--- config.mk ---
export PLATFORM = sky130hd
export DESIGN_NAME = dram_access_arbiter
export DESIGN_NICKNAME = d
export VERILOG_FILES = /design/src/rtl/dram_access_arbiter.sv
export SDC_FILE = /design/constraint.sdc
export NUM_CORES = 1
export LEC_CHECK = 0
export BUFFER_PORTS_ARGS = -buffer_cell sky130_fd_sc_hd__buf_2
export CAP_MARGIN = 20
export CORE_MARGIN = 10
export CORE_UTILIZATION = 51
export DETAILED_ROUTE_END_ITERATION = 7
export GPL_TIMING_DRIVEN = 0
export PLACE_DENSITY = 0.84
export SLEW_MARGIN = 20
export SYNTH_ARGS = -nofsm -noshare
export SYNTH_HDL_FRONTEND = slang
export SYNTH_SLANG_ARGS = --single-unit
--- constraint.sdc ---
create_clock -name CLK -period 1.3 [get_ports CLK]
set_input_delay 0.26 -clock CLK [delete_from_list [all_inputs] [get_ports CLK]]
set_output_delay 0.26 -clock CLK [all_outputs]
set_load 0.01 [all_outputs]
--- src/rtl/dram_access_arbiter.sv ---
`default_nettype none
// ============================================================================
// Module   : dram_access_arbiter
// Brief    : Shares the DRAM sequencer between the 68000 CPU and a DMA master
//            and schedules periodic CAS-before-RAS refresh.
//            Optional macro ARB_CPU_FIXED_PRIO_EN: CPU always wins CPU/DMA ties.
// Revision : 1.0 - initial release
// ============================================================================
module dram_access_arbiter #(
  parameter int REFRESH_CYCLE_CNT = 150,
  parameter int CNT_W             = 12
) (
  input  logic CLK,
  input  logic RST,
  input  logic CS,
  input  logic AS,
  input  logic DMA_REQ,
  input  logic MEM_DONE,
  output logic MEM_START,
  output logic REF_START,
  output logic ADDR_SEL,
  output logic CPU_GNT,
  output logic DMA_GNT,
  output logic BUSY,
  output logic REF_OVERRUN
);

  typedef enum logic [2:0] {
    S_IDLE    = 3'd0,
    S_CPU_ACC = 3'd1,
    S_DMA_ACC = 3'd2,
    S_REF     = 3'd3,
    S_CPU_REL = 3'd4
  } state_t;

  state_t           state_q;
  logic [CNT_W-1:0] ref_cnt_q;
  logic [CNT_W-1:0] ref_cnt_d;
  logic             ref_pending_q;
  logic             ref_pending_d;
  logic             ref_overrun_q;
  logic             last_dma_q;
  logic             dma_done_q;
  logic             mem_start_q;
  logic             ref_start_q;
  logic             addr_sel_q;
  logic             cpu_gnt_q;
  logic             dma_gnt_q;
  logic             busy_q;

  logic             ref_wrap;
  logic             cpu_req;
  logic             cpu_wins_tie;
  logic             dma_done_seen;

  assign ref_wrap      = (ref_cnt_q == CNT_W'(REFRESH_CYCLE_CNT - 1));
  assign ref_cnt_d     = ref_wrap ? '0 : ref_cnt_q + 1'b1;
  assign cpu_req       = ~CS & ~AS;
  assign dma_done_seen = dma_done_q | MEM_DONE;

  // A wrap on the very edge that services the old request must survive.
  assign ref_pending_d = ref_wrap | (ref_pending_q & (state_q != S_IDLE));

`ifdef ARB_CPU_FIXED_PRIO_EN
  // History register is still tracked; fixed priority simply overrides it.
  assign cpu_wins_tie = last_dma_q | 1'b1;
`else
  assign cpu_wins_tie = last_dma_q;
`endif

  always_ff @(posedge CLK or negedge RST) begin
    if (!RST) begin
      state_q       <= S_IDLE;
      ref_cnt_q     <= '0;
      ref_pending_q <= 1'b0;
      ref_overrun_q <= 1'b0;
      last_dma_q    <= 1'b1;
      dma_done_q    <= 1'b0;
      mem_start_q   <= 1'b0;
      ref_start_q   <= 1'b0;
      addr_sel_q    <= 1'b0;
      cpu_gnt_q     <= 1'b0;
      dma_gnt_q     <= 1'b0;
      busy_q        <= 1'b0;
    end else begin
      mem_start_q   <= 1'b0;
      ref_start_q   <= 1'b0;
      ref_cnt_q     <= ref_cnt_d;
      ref_pending_q <= ref_pending_d;
      if (ref_wrap && ref_pending_q) begin
        ref_overrun_q <= 1'b1;
      end

      case (state_q)
        S_IDLE: begin
          if (ref_pending_q) begin
            ref_start_q <= 1'b1;
            busy_q      <= 1'b1;
            state_q     <= S_REF;
          end else if (cpu_req && (!DMA_REQ || cpu_wins_tie)) begin
            mem_start_q <= 1'b1;
            addr_sel_q  <= 1'b0;
            cpu_gnt_q   <= 1'b1;
            busy_q      <= 1'b1;
            last_dma_q  <= 1'b0;
            state_q     <= S_CPU_ACC;
          end else if (DMA_REQ) begin
            mem_start_q <= 1'b1;
            addr_sel_q  <= 1'b1;
            dma_gnt_q   <= 1'b1;
            busy_q      <= 1'b1;
            last_dma_q  <= 1'b1;
            dma_done_q  <= 1'b0;
            state_q     <= S_DMA_ACC;
          end
        end

        S_CPU_ACC: begin
          if (MEM_DONE) begin
            if (AS) begin
              cpu_gnt_q <= 1'b0;
              busy_q    <= 1'b0;
              state_q   <= S_IDLE;
            end else begin
              state_q   <= S_CPU_REL;
            end
          end
        end

        // Grant is held until the 68000 ends its bus cycle, so the same
        // strobe cannot be seen as a fresh request.
        S_CPU_REL: begin
          if (AS) begin
            cpu_gnt_q <= 1'b0;
            busy_q    <= 1'b0;
            state_q   <= S_IDLE;
          end
        end

        S_DMA_ACC: begin
          if (dma_done_seen && !DMA_REQ) begin
            dma_gnt_q  <= 1'b0;
            addr_sel_q <= 1'b0;
            busy_q     <= 1'b0;
            dma_done_q <= 1'b0;
            state_q    <= S_IDLE;
          end else begin
            dma_done_q <= dma_done_seen;
          end
        end

        S_REF: begin
          if (MEM_DONE) begin
            busy_q  <= 1'b0;
            state_q <= S_IDLE;
          end
        end

        default: begin
          addr_sel_q <= 1'b0;
          cpu_gnt_q  <= 1'b0;
          dma_gnt_q  <= 1'b0;
          busy_q     <= 1'b0;
          state_q    <= S_IDLE;
        end
      endcase
    end
  end

  assign MEM_START   = mem_start_q;
  assign REF_START   = ref_start_q;
  assign ADDR_SEL    = addr_sel_q;
  assign CPU_GNT     = cpu_gnt_q;
  assign DMA_GNT     = dma_gnt_q;
  assign BUSY        = busy_q;
  assign REF_OVERRUN = ref_overrun_q;

endmodule
`default_nettype wire

Word level (Yosys, flattened, before mapping):

Index checks and enable logic that the tools add are counted.

* register bits after elaboration: 25
* input port bits: 6
* output and inout port bits: 7
* word-level logic and storage cells: 95

* add/subtract/negate cells: 1
* eq/ne operators: 15
* mux-type cells: 40
* bitwise operators: 9
* reductions and logical operators: 18

Operators by type and width (count)
* 1-bit 2-to-1 mux: 25
* 3-bit 2-to-1 mux: 8
* 2-bit inequality test, second input constant: 8
* 4-bit AND reduction: 4
* 3-bit one-hot mux with 5 select lines: 1
* 12-bit by 1-bit adder with 12-bit output, second input constant: 1
* 12-bit by 8-bit equality test with 1-bit output, second input constant: 1
* 12-bit 2-to-1 mux: 1
* 5-bit AND reduction: 2
* 3-bit by 2-bit equality test with 1-bit output, second input constant: 2
* 1-bit one-hot mux with 3 select lines: 2
* 1-bit NOT: 5
* 1-bit one-hot mux with 5 select lines: 1
* 4-bit inequality test, second input constant: 1
* 1-bit one-hot mux with 4 select lines: 1
* 2-bit nonzero test: 2
* 3-bit by 1-bit equality test with 1-bit output, second input constant: 1
* 3-bit equality test, second input constant: 1
* 1-bit logical AND: 3
* 3-bit zero test: 1
* 3-bit inequality test, second input constant: 1
* 3-bit AND reduction: 1
* 3-bit nonzero test: 1
* 3-bit OR reduction: 1
* 6 further kinds: 8

Longest topological paths before layout:

Gate-level depths: netlist of run 1.

* word-level depth: 6
* gate-level depth with buffers: 5
* depth with buffers taken out: 5

Least setup slack after synthesis of run 1:

OpenSTA, ideal clock, no wires.

* path kind: reg-to-reg
* start: reg ref_cnt_q[6]
* end: reg ref_overrun_q (netlist: REF_OVERRUN)
* library setup time: 65 ps
* arrival: 1344 ps
* data required time: 1235 ps
* setup slack: -108 ps
* stages on the path, launching flop included: 5
* buffers on the path: 0
* period minus slack after synthesis: 1408 ps
* path through: dfrtp_1 nor4b_2 nand4b_1 nor4_4 a21o_1

* cells in the longest elaborated chain, start to end: 2

Ends and longest elaborated chain
* from (decl): line 37 `logic [CNT_W-1:0] ref_cnt_q;`
* from (signal assigned): line 88 `ref_cnt_q <= ref_cnt_d;`
* 12-bit by 8-bit equality test with 1-bit output: line 56 `assign ref_wrap = (ref_cnt_q == CNT_W'(REFRESH_CYCLE_CNT - 1));`
* 1-bit logical AND: line 90 `if (ref_wrap && ref_pending_q) begin`
* to (signal assigned): line 76 `ref_overrun_q <= 1'b0;`
* to (signal assigned): line 91 `ref_overrun_q <= 1'b1;`
* to (decl): line 41 `logic ref_overrun_q;`

Every way passes these cells.
A chain may end at the register's enable or synchronous reset.

Final worst setup path of run 1:

* start: reg ref_cnt_q[11]
* end: reg ref_overrun_q (netlist: REF_OVERRUN)

Same word-level chain as after synthesis.

==> results of run 1 <==
==> layout make-up <==
| type | count | area [sq um] | area share |
|---|---|---|---|
| multi-input cells | 91 | 763.2 | 0.4363 |
| flip-flops and latches | 25 | 629.4 | 0.3598 |
| repair buffers | 35 | 244.0 | 0.1395 |
| well taps | 28 | 35.03 | 0.02003 |
| plain buffers | 3 | 28.78 | 0.01645 |
| clock buffers | 3 | 22.52 | 0.01288 |
| inverters | 5 | 18.77 | 0.01073 |
| clock inverters | 1 | 7.507 | 0.004292 |
==> flip-flops by register name, indices dropped and copies added (netlist names) <==
signal,flops
ref_pending_q,1
CPU_GNT,1
ADDR_SEL,1
dma_done_q,1
cpu_wins_tie,1
MEM_START,1
state_q,3
ref_cnt_q,12
REF_START,1
DMA_GNT,1
REF_OVERRUN,1
BUSY,1
==> logic make-up (layout without fill, tap and decap cells) <==
| logic type | count (synthesis) | in the layout | synth area share |
|---|---|---|---|
| buf+inv | 9 | 47 | 0.02800 |
| xor+xnor | 10 | 10 | 0.07000 |
| compound gates | 24 | 24 | 0.1300 |
| fa+ha+maj | 2 | 2 | 0.02000 |
| simple gates | 55 | 55 | 0.2510 |
| flops | 25 | 25 | 0.5010 |
==> through the flow <==
stage          std cells  power, mW  instance area (sq um)    util
2_1_floorplan        125      1.527                   1259       -
4_1_cts              184      2.570                   1610  0.7075
5_1_grt              191      2.936                   1749  0.7686
3_5_place_dp         165      1.748                   1354  0.5948
6_report             191      2.815                   1749  0.7686
3_3_place_gp         165      1.719                   1354  0.5948
==> cell usage after synthesis, drive strengths merged, types with 4 or more instances <==
cell   number  area share
a21oi       5       0.020
dfrtp      24        0.48
inv         5       0.015
nand2       6       0.018
nor2       16       0.048
nor2b       4       0.020
nor3        6       0.024
nor4        6       0.047
o21ai       4       0.016
xnor2       4       0.028
xor2        6       0.042
==> critical path, cell delays in order, from the launching register on <==
cell and delay [ns]:
dfrtp_1 0.44, nor4b_2 0.32, nand4b_1 0.24, nor4_4 0.23, buf_6 0.17, a21o_1 0.12
==> report_power, final <==
part / switching [mW] / internal (mW)
sequential: 0.132 / 0.911
combinational: 0.663 / 0.735
clock: 0.256 / 0.118
==> routing by layer <==
metal / wire length [um] / up-vias
met5: 0 / -
met4: 139 / 0
met3: 218 / 17
met2: 1904 / 55
met1: 1544 / 571
li1: - / 517
==> worst min-delay path by stage <==
| stage | cells after the start | startpoint | end | slack (ns) |
|---|---|---|---|---|
| 6_report | 2 | AS | state_q[2]$_DFFE_PN0P_ | 0.24 |
| 5_1_grt | 2 | AS | state_q[2]$_DFFE_PN0P_ | 0.24 |
| 4_1_cts | 2 | AS | state_q[2]$_DFFE_PN0P_ | 0.19 |
| 3_5_place_dp | 1 | RST | MEM_START$_DFF_PN0_ | 0.28 |
| 3_3_place_gp | 1 | RST | state_q[0]$_DFFE_PN0P_ | 0.27 |
| 2_1_floorplan | 0 | RST | ADDR_SEL$_DFFE_PN0P_ | -0.04 |
==> what timing repair did <==
action	in CTS	in global routing
cloned	0	1
gates resized for setup	23	17
setup endpoints to repair	15	21
setup buffers	15	6
hold buffers	1	0
pin swaps	15	16
hold endpoints to repair	24	0
==> results.toml, run 1 <==
[clock_network]
cts_tree = "done"
cts_sinks = 25
root_buffer = "clkbuf_4"
numCtsBuffers = 3
htreeDepth = 1
clock_latency_ns = 0.33
clockBufferDepth = 2
clk_pin_slew_ns = 0.15

[floorplan]
die_y_um = 69.53
core-area_sq_um = 2276
die_area_sq_um = 4834
die_w_um = 69.53
row_count = 17
start_util = 0.5498
num_io_pins = 13

[synth]
yosys_most_used_dff = "dfrtp_1"
ys_seq_area_frac = 0.5010
synthesis.area_sq_um = 1251
synth_edf_count = 0
synth-async-reset-ratio = 1.000
synthCells = 125
ys_ff_latch = 25
syn_area_per_cell_sq_um = 10.01
synth_nets = 133
synth.distinct_cells = 37
yosysWarnings = 0

[setup_path]
start_kind = "register"
cp_max_fo = 8
r2r_start = "ref_cnt_q[11]$_DFF_PN0_"
rr_worst_depth = 5
timing.rr.end = "REF_OVERRUN$_DFFE_PN0P_"
worst-endpoint-arrival_ns = 1.86
endpoint = "REF_OVERRUN$_DFFE_PN0P_"
cp-end-kind = "register"
r2r_slack_ns = -0.28
setup.worst_path.start = "ref_cnt_q[11]$_DFF_PN0_"
required_ns = 1.58
criticalPathCategory = "register to register"

[route]
first_iter_violations = 137
drcViolationCount = 0
routedWlPerCell_um = 19.93
drtAntennaViolNets = 0
dr.pass1.iters = 4
wl_um = 3806
vias = 1160
viasPerCell = 6.073

[global_route]
grt_use_met1 = 0.1463
grt_max_degree = 26
gr-total-overflow = 0
grt_pass1_vias = 1087
antenna_found_initial = 0
grt_usage = 0.1269
grt_pass1_wl_um = 5133
met2_usage = 0.2157
grt-busiest-layer = "met2"
grtUsageMet3 = 0.02710

[timing]
hold_ws_ns = 0.2351
post-route-period-util = 1.214
setup-tns-final_ns = -2.248
layout_setup_ws_ns = -0.2779
min_period_ns = 1.578
rsz0062_at_grt = "true"
max_freq_mhz = 633.8
hold_viol = 0
max-slew-margin-rel = 0.6430
worst_clock_skew_ns = 0.003942
report.final.slew_viol_count = 0
setup_viol = 17
worst_pin_slew_ns = 0.5355

[cells_and_area]
finalNetCount = 172
n_antenna_cell = 0
layout_commonest_cell = "dfrtp_1"
final_cell_mix = "dfrtp_1 (22), buf_4 (18), nor2_1 (13), buf_2 (13)"
nFillCells = 128
syn_to_final_growth_pct = 39.80
layout-drive-gt1-share = 0.4356

[place]
dp_slack_ns = -0.2247
dp_hpwl_um = 1876
gp_congestion = 0.8630
numPortBuffers = 12

[power]
p_per_area_nw_per_um2 = 1609
max-vdd-ir-drop_v = 0.001286
leakagePower_nw = 0.8001

[run]
drv_cap = 0

[outcome]
violations = "setup timing"
status = "finished, violations left"

[min_path]
min_path_type = "primary input to register"
Power figures use the tool's default switching activity.
==> run 2, diff against run 1 <==
ABC_AREA = 1   (was default)
CELL_PAD_IN_SITES_DETAIL_PLACEMENT = 1   (was default)
CELL_PAD_IN_SITES_GLOBAL_PLACEMENT = 1   (was default)
CORE_UTILIZATION = 38   (was 51)
==> run 2 against run 1 <==
Compared with the run above:
- the flow still finishes with violations (setup timing)
- critical path depth increased by 1
- die area increased by 30%
- power decreased by 2.3%
- register-to-register slack improved by 0.23 ns
- clock skew increased by 0.0014 ns
- sequential cell count unchanged
- highest routed layer unchanged
==> results.toml, run 2 <==
[synth]
synth-async-reset-ratio = 1.000
syn_area_per_cell_sq_um = 7.831
synthCells = 170
synthMuxAreaShare = 0
yosys.area_share.simple = 0.3440
synth.most_common_cell = "nand2_1"
yosys.area_share.xor_xnor = 0.01974
synth.distinct_cells = 23
synth.area.top_cells = "dfrtp_1 (45%), nand2_1 (13%), inv_1 (8.5%)"
yosys-top-cells-count = "nand2_1 (45), inv_1 (30), dfrtp_1 (24)"
post-synth-top-area-fraction = 0.4511
synth_nets = 178
ys_ff_latch = 25
yosys_most_used_dff = "dfrtp_1"
ys_seq_area_frac = 0.4709
synthesis.area_sq_um = 1331
synth_edf_count = 0
synth_top_family_by_area = "simple AND/OR/NAND/NOR gates"
synth_adder_area_share = 0.01880
synth_compound_area_frac = 0.05639
yosysWarnings = 0
synth_top_area_cell = "dfrtp_1"

[outcome]
violations = "setup timing"
status = "finished, violations left"

[power]
p_per_area_nw_per_um2 = 1556
max-vdd-ir-drop_v = 0.001244
leakagePower_nw = 0.9150
finalPower_mw = 2.751

[timing]
rsz0062_at_grt = "true"
min_period_ns = 1.347
max-slew-margin-rel = 0.6074
layout_setup_ws_ns = -0.04729
worst_clock_skew_ns = 0.005297
hold_viol = 0
worst_pin_slew_ns = 0.5889
hold_ws_ns = 0.2597
report.final.slew_viol_count = 0
post-route-period-util = 1.036
setup_viol = 2
setup-tns-final_ns = -0.04974
max_freq_mhz = 742.2

[cells_and_area]
syn_to_final_growth_pct = 32.80
n_antenna_cell = 0
final_util = 0.5257
largest_reg_flops = 12
finalNetCount = 211
reg_top3 = "ref_cnt_q: 12 flops, state_q: 3 flops"
final_cell_mix = "nand2_1 (39), inv_1 (24), dfrtp_1 (21)"
regMostFlops = "ref_cnt_q"
layout_commonest_cell = "nand2_1"
layout-drive-gt1-share = 0.3762

[global_route]
grt_pass1_wl_um = 5526
grt_max_degree = 26
gr-total-overflow = 0
grt_pass1_vias = 1234
antenna_found_initial = 0
grt_usage = 0.1072

[clock_network]
cts_tree = "done"
cts_sinks = 25
clock_latency_ns = 0.32
htreeDepth = 1
clk_pin_slew_ns = 0.13
clockBufferDepth = 2
numCtsBuffers = 3
root_buffer = "clkbuf_4"

[route]
drtAntennaViolNets = 0
wl_um = 3965
dr.pass1.iters = 4
vias = 1243
first_iter_violations = 63
viasPerCell = 5.012
routedWlPerCell_um = 15.99
drcViolationCount = 0

[place]
gp_congestion = 0.8703
dp_hpwl_um = 2376
dp_slack_ns = -0.2132
numPortBuffers = 12

[setup_path]
start_kind = "register"
worst-endpoint-arrival_ns = 1.57
criticalPathCategory = "register to register"
required_ns = 1.52
cp-end-kind = "register"
cp_max_fo = 5

[floorplan]
die_w_um = 79.19
start_util = 0.3958
core-area_sq_um = 3363
die_y_um = 79.19
num_io_pins = 13
die_area_sq_um = 6271
row_count = 21

[run]
drv_cap = 0

[min_path]
min_path_type = "primary input to register"
run 2: final cells by class:
cell class              instances  area, sq um
multi-input cells             113        719.4
repair buffers                 28        211.5
inverters                      32        122.6
flip-flops and latches         25        630.6
well taps                      46        57.56
clock buffers                   4        26.28
fillers                       424         1595
run 2: worst paths after layout:
check | startpoint | endpoint | slack, ns | cells past startpoint
max | ref_cnt_q[3]$_DFF_PN0_ | ref_cnt_q[11]$_DFF_PN0_ | -0.05 | 6
min | MEM_DONE | state_q[0]$_DFFE_PN0P_ | 0.26 | 3
max reg2reg | ref_cnt_q[3]$_DFF_PN0_ | ref_cnt_q[11]$_DFF_PN0_ | -0.05 | 6
min reg2reg | ADDR_SEL$_DFFE_PN0P_ | ADDR_SEL$_DFFE_PN0P_ | 0.49 | 2
max in group asynchronous | RST | state_q[0]$_DFFE_PN0P_ | 0.43 | 2
min in group asynchronous | RST | REF_OVERRUN$_DFFE_PN0P_ | 0.46 | 2
run 2: timing repair:
action,CTS,global route
resized for setup,18,27
pin swaps,5,12
hold buffers,1,0
setup endpoints to repair,16,20
setup buffers,5,10
hold endpoints to repair,24,0
run 2: metal layers:
layer | part of all wire | up-vias | GRT usage
li1 | - | 588 | -
met2 | 0.52 | 20 | 0.1941
met5 | 0 | - | 0
met3 | 0.039 | 12 | 0.04054
met4 | 0.027 | 0 | 0.02509
met1 | 0.42 | 623 | 0.1146
run 2: logic make-up (layout without fill, tap and decap cells):
logic type / count (synthesis) / count (layout)
and+or+nand+nor: 94 / 94
buffers and inverters: 32 / 64
DFF: 25 / 25
AOI/OAI and AO/OA: 14 / 14
xor gates and xnor gates: 3 / 3
adders and majority gates: 2 / 2
run 2: critical path, cell delays in order, from the launching register on:
cell	delay, ns
dfrtp_1	0.52
nand2_1	0.09
nor2_1	0.19
nand2_2	0.11
nor2_2	0.12
xnor2_1	0.14
inv_1	0.08
run 2: where the power goes:
| group | total [mW] | switching (mW) | internal [mW] |
|---|---|---|---|
| logic | 1.37 | 0.783 | 0.584 |
| clock network | 0.351 | 0.231 | 0.120 |
| registers | 1.03 | 0.101 | 0.931 |
| total | 2.75 | 1.12 | 1.64 |
run 2: through the flow:
stage               instances  area [sq um]
global route              248          1768
global placement          228          1449
CTS                       238          1567
floorplan                 170          1331
finish                    248          1768
detailed placement        228          1449
==> run 3, diff against run 2 <==
CELL_PAD_IN_SITES_DETAIL_PLACEMENT = default   (was 1)
CELL_PAD_IN_SITES_GLOBAL_PLACEMENT = default   (was 1)
CORE_UTILIZATION = 52   (was 38)
PLACE_DENSITY = 0.85   (was 0.84)
==> run 3 against run 2 <==
Compared with the run above:
- the run still ends with setup timing left
- sequential cell count stayed put
- critical path depth did not move
- combinational power fell by 7%
- sequential share of layout area up 2.1 points
- utilization rose by 16 points
- final cell count decreased by 8.5%
- first-iteration DRC count is 14% higher
- setup slack improved by 0.044 ns
- clock skew up 0.0089 ns
==> results.toml, run 3 (synthesis results as in run 2) <==
[timing]
rsz0062_at_grt = "true"
setup_viol = 1
setup-tns-final_ns = -0.003481
worst_clock_skew_ns = 0.01423
min_period_ns = 1.303
hold_viol = 0
worst_pin_slew_ns = 0.5402
post-route-period-util = 1.003
max_freq_mhz = 767.2
layout_setup_ws_ns = -0.003481
max-slew-margin-rel = 0.6399
report.final.slew_viol_count = 0
hold_ws_ns = 0.2274

[route]
vias = 1192
viasPerCell = 5.251
drcViolationCount = 0
dr.pass1.iters = 4
first_iter_violations = 72
drtAntennaViolNets = 0
wl_um = 2891
routedWlPerCell_um = 12.74

[global_route]
grt_pass1_vias = 1182
grt_usage = 0.1167
grt_max_degree = 26
gr-total-overflow = 0
grt_pass1_wl_um = 5009
antenna_found_initial = 0

[cells_and_area]
final_cell_mix = "nand2_1 (37), inv_1 (27), dfrtp_1 (20)"
fin_area_sq_um = 1673
final_cells = 227
layout_commonest_cell = "nand2_1"
regMostFlops = "ref_cnt_q"
final_util = 0.6814
syn_to_final_growth_pct = 25.66
nFillCells = 194
finalNetCount = 206
largest_reg_flops = 12
layout-drive-gt1-share = 0.3401
reg_top3 = "ref_cnt_q: 12 flops, state_q: 3 flops"
n_antenna_cell = 0

[floorplan]
start_util = 0.5423
die_y_um = 70.60
die_area_sq_um = 4984
die_w_um = 70.60
row_count = 18
core-area_sq_um = 2455
num_io_pins = 13

[setup_path]
path_delay_family = "flip-flops"
critPathMaxStageDelay_ns = 0.48
criticalPathCategory = "register to register"
rr_worst_depth = 6
cp-end-kind = "register"
cp.depth = 6
critPathSlowestCell = "dfrtp_2"
required_ns = 1.53
start_kind = "register"
path_cells = "inv_2 > nand2_4 > nor2_4 > nand2_2 > a21oi_2 > o21bai_1"
critPathBufInv = 1
cp_max_fo = 6
worst-endpoint-arrival_ns = 1.53

[clock_network]
root_buffer = "clkbuf_4"
htreeDepth = 1
numCtsBuffers = 3
clock_latency_ns = 0.33
clk_pin_slew_ns = 0.15
cts_sinks = 25
clockBufferDepth = 2
cts_tree = "done"

[place]
numPortBuffers = 12
gp_congestion = 0.9431
dp_hpwl_um = 1933
dp_slack_ns = -0.2216
place_area_sq_um = 1429
post-place-cells = 212

[outcome]
violations = "setup timing"
status = "finished, violations left"

[power]
max-vdd-ir-drop_v = 0.001014
leakagePower_nw = 0.8935
p_per_area_nw_per_um2 = 1589
finalPower_mw = 2.658

[run]
drv_cap = 0

[min_path]
min_path_type = "primary input to register"
hold_depth = 3
-- run 3: cell types whose count changed in the layout (fill, tap and decap cells not counted), sizes merged --
cell | before | now
clkbuf | 4 | 3
buf | 27 | 22
clkinvlp | 0 | 1
-- run 3: path summary, 6_finish.rpt --
| path | slack [ns] | to | from |
|---|---|---|---|
| max | -0.003 | dma_done_q$_DFFE_PN0P_ | state_q[1]$_DFFE_PN0P_ |
| min | 0.23 | state_q[0]$_DFFE_PN0P_ | MEM_DONE |
| max reg2reg | -0.003 | dma_done_q$_DFFE_PN0P_ | state_q[1]$_DFFE_PN0P_ |
| min reg2reg | 0.49 | DMA_GNT$_DFFE_PN0P_ | DMA_GNT$_DFFE_PN0P_ |
| max in group asynchronous | 0.49 | state_q[1]$_DFFE_PN0P_ | RST |
| min in group asynchronous | 0.42 | DMA_GNT$_DFFE_PN0P_ | RST |
-- run 3: layout make-up --
type / count / area [sq um] / area share
multi-input cells: 113 / 694.4 / 0.4151
repair buffers: 23 / 156.4 / 0.09349
clock inverters: 1 / 7.507 / 0.004488
well taps: 30 / 37.54 / 0.02244
clock buffers: 3 / 22.52 / 0.01346
inverters: 32 / 122.6 / 0.07330
flip-flops and latches: 25 / 631.9 / 0.3777
-- run 3: tightest hold or removal path, delay by kind of cell --
kind                   cells  cell delay [ns]
buffers and inverters      1             0.09
and+or+nand+nor            2             0.19
-- run 3: repair_timing --
action	CTS	global route
pin swaps	4	11
hold buffers	1	0
setup buffers	8	2
gates resized for setup	18	24
hold endpoints to repair	24	0
setup endpoints to repair	9	20
-- run 3: metal layers --
layer / share of wire / GRT usage
met1: 0.40 / 0.1204
met2: 0.51 / 0.2136
met3: 0.053 / 0.04045
met4: 0.033 / 0.04086
met5: 0 / 0
-- run 3: report_power, final --
| group | total [mW] | switching, mW | leakage [nW] | internal (mW) |
|---|---|---|---|---|
| sequential | 1.03 | 0.0975 | 0.315 | 0.931 |
| clock | 0.360 | 0.243 | 0.0139 | 0.118 |
| combinational | 1.27 | 0.734 | 0.565 | 0.536 |
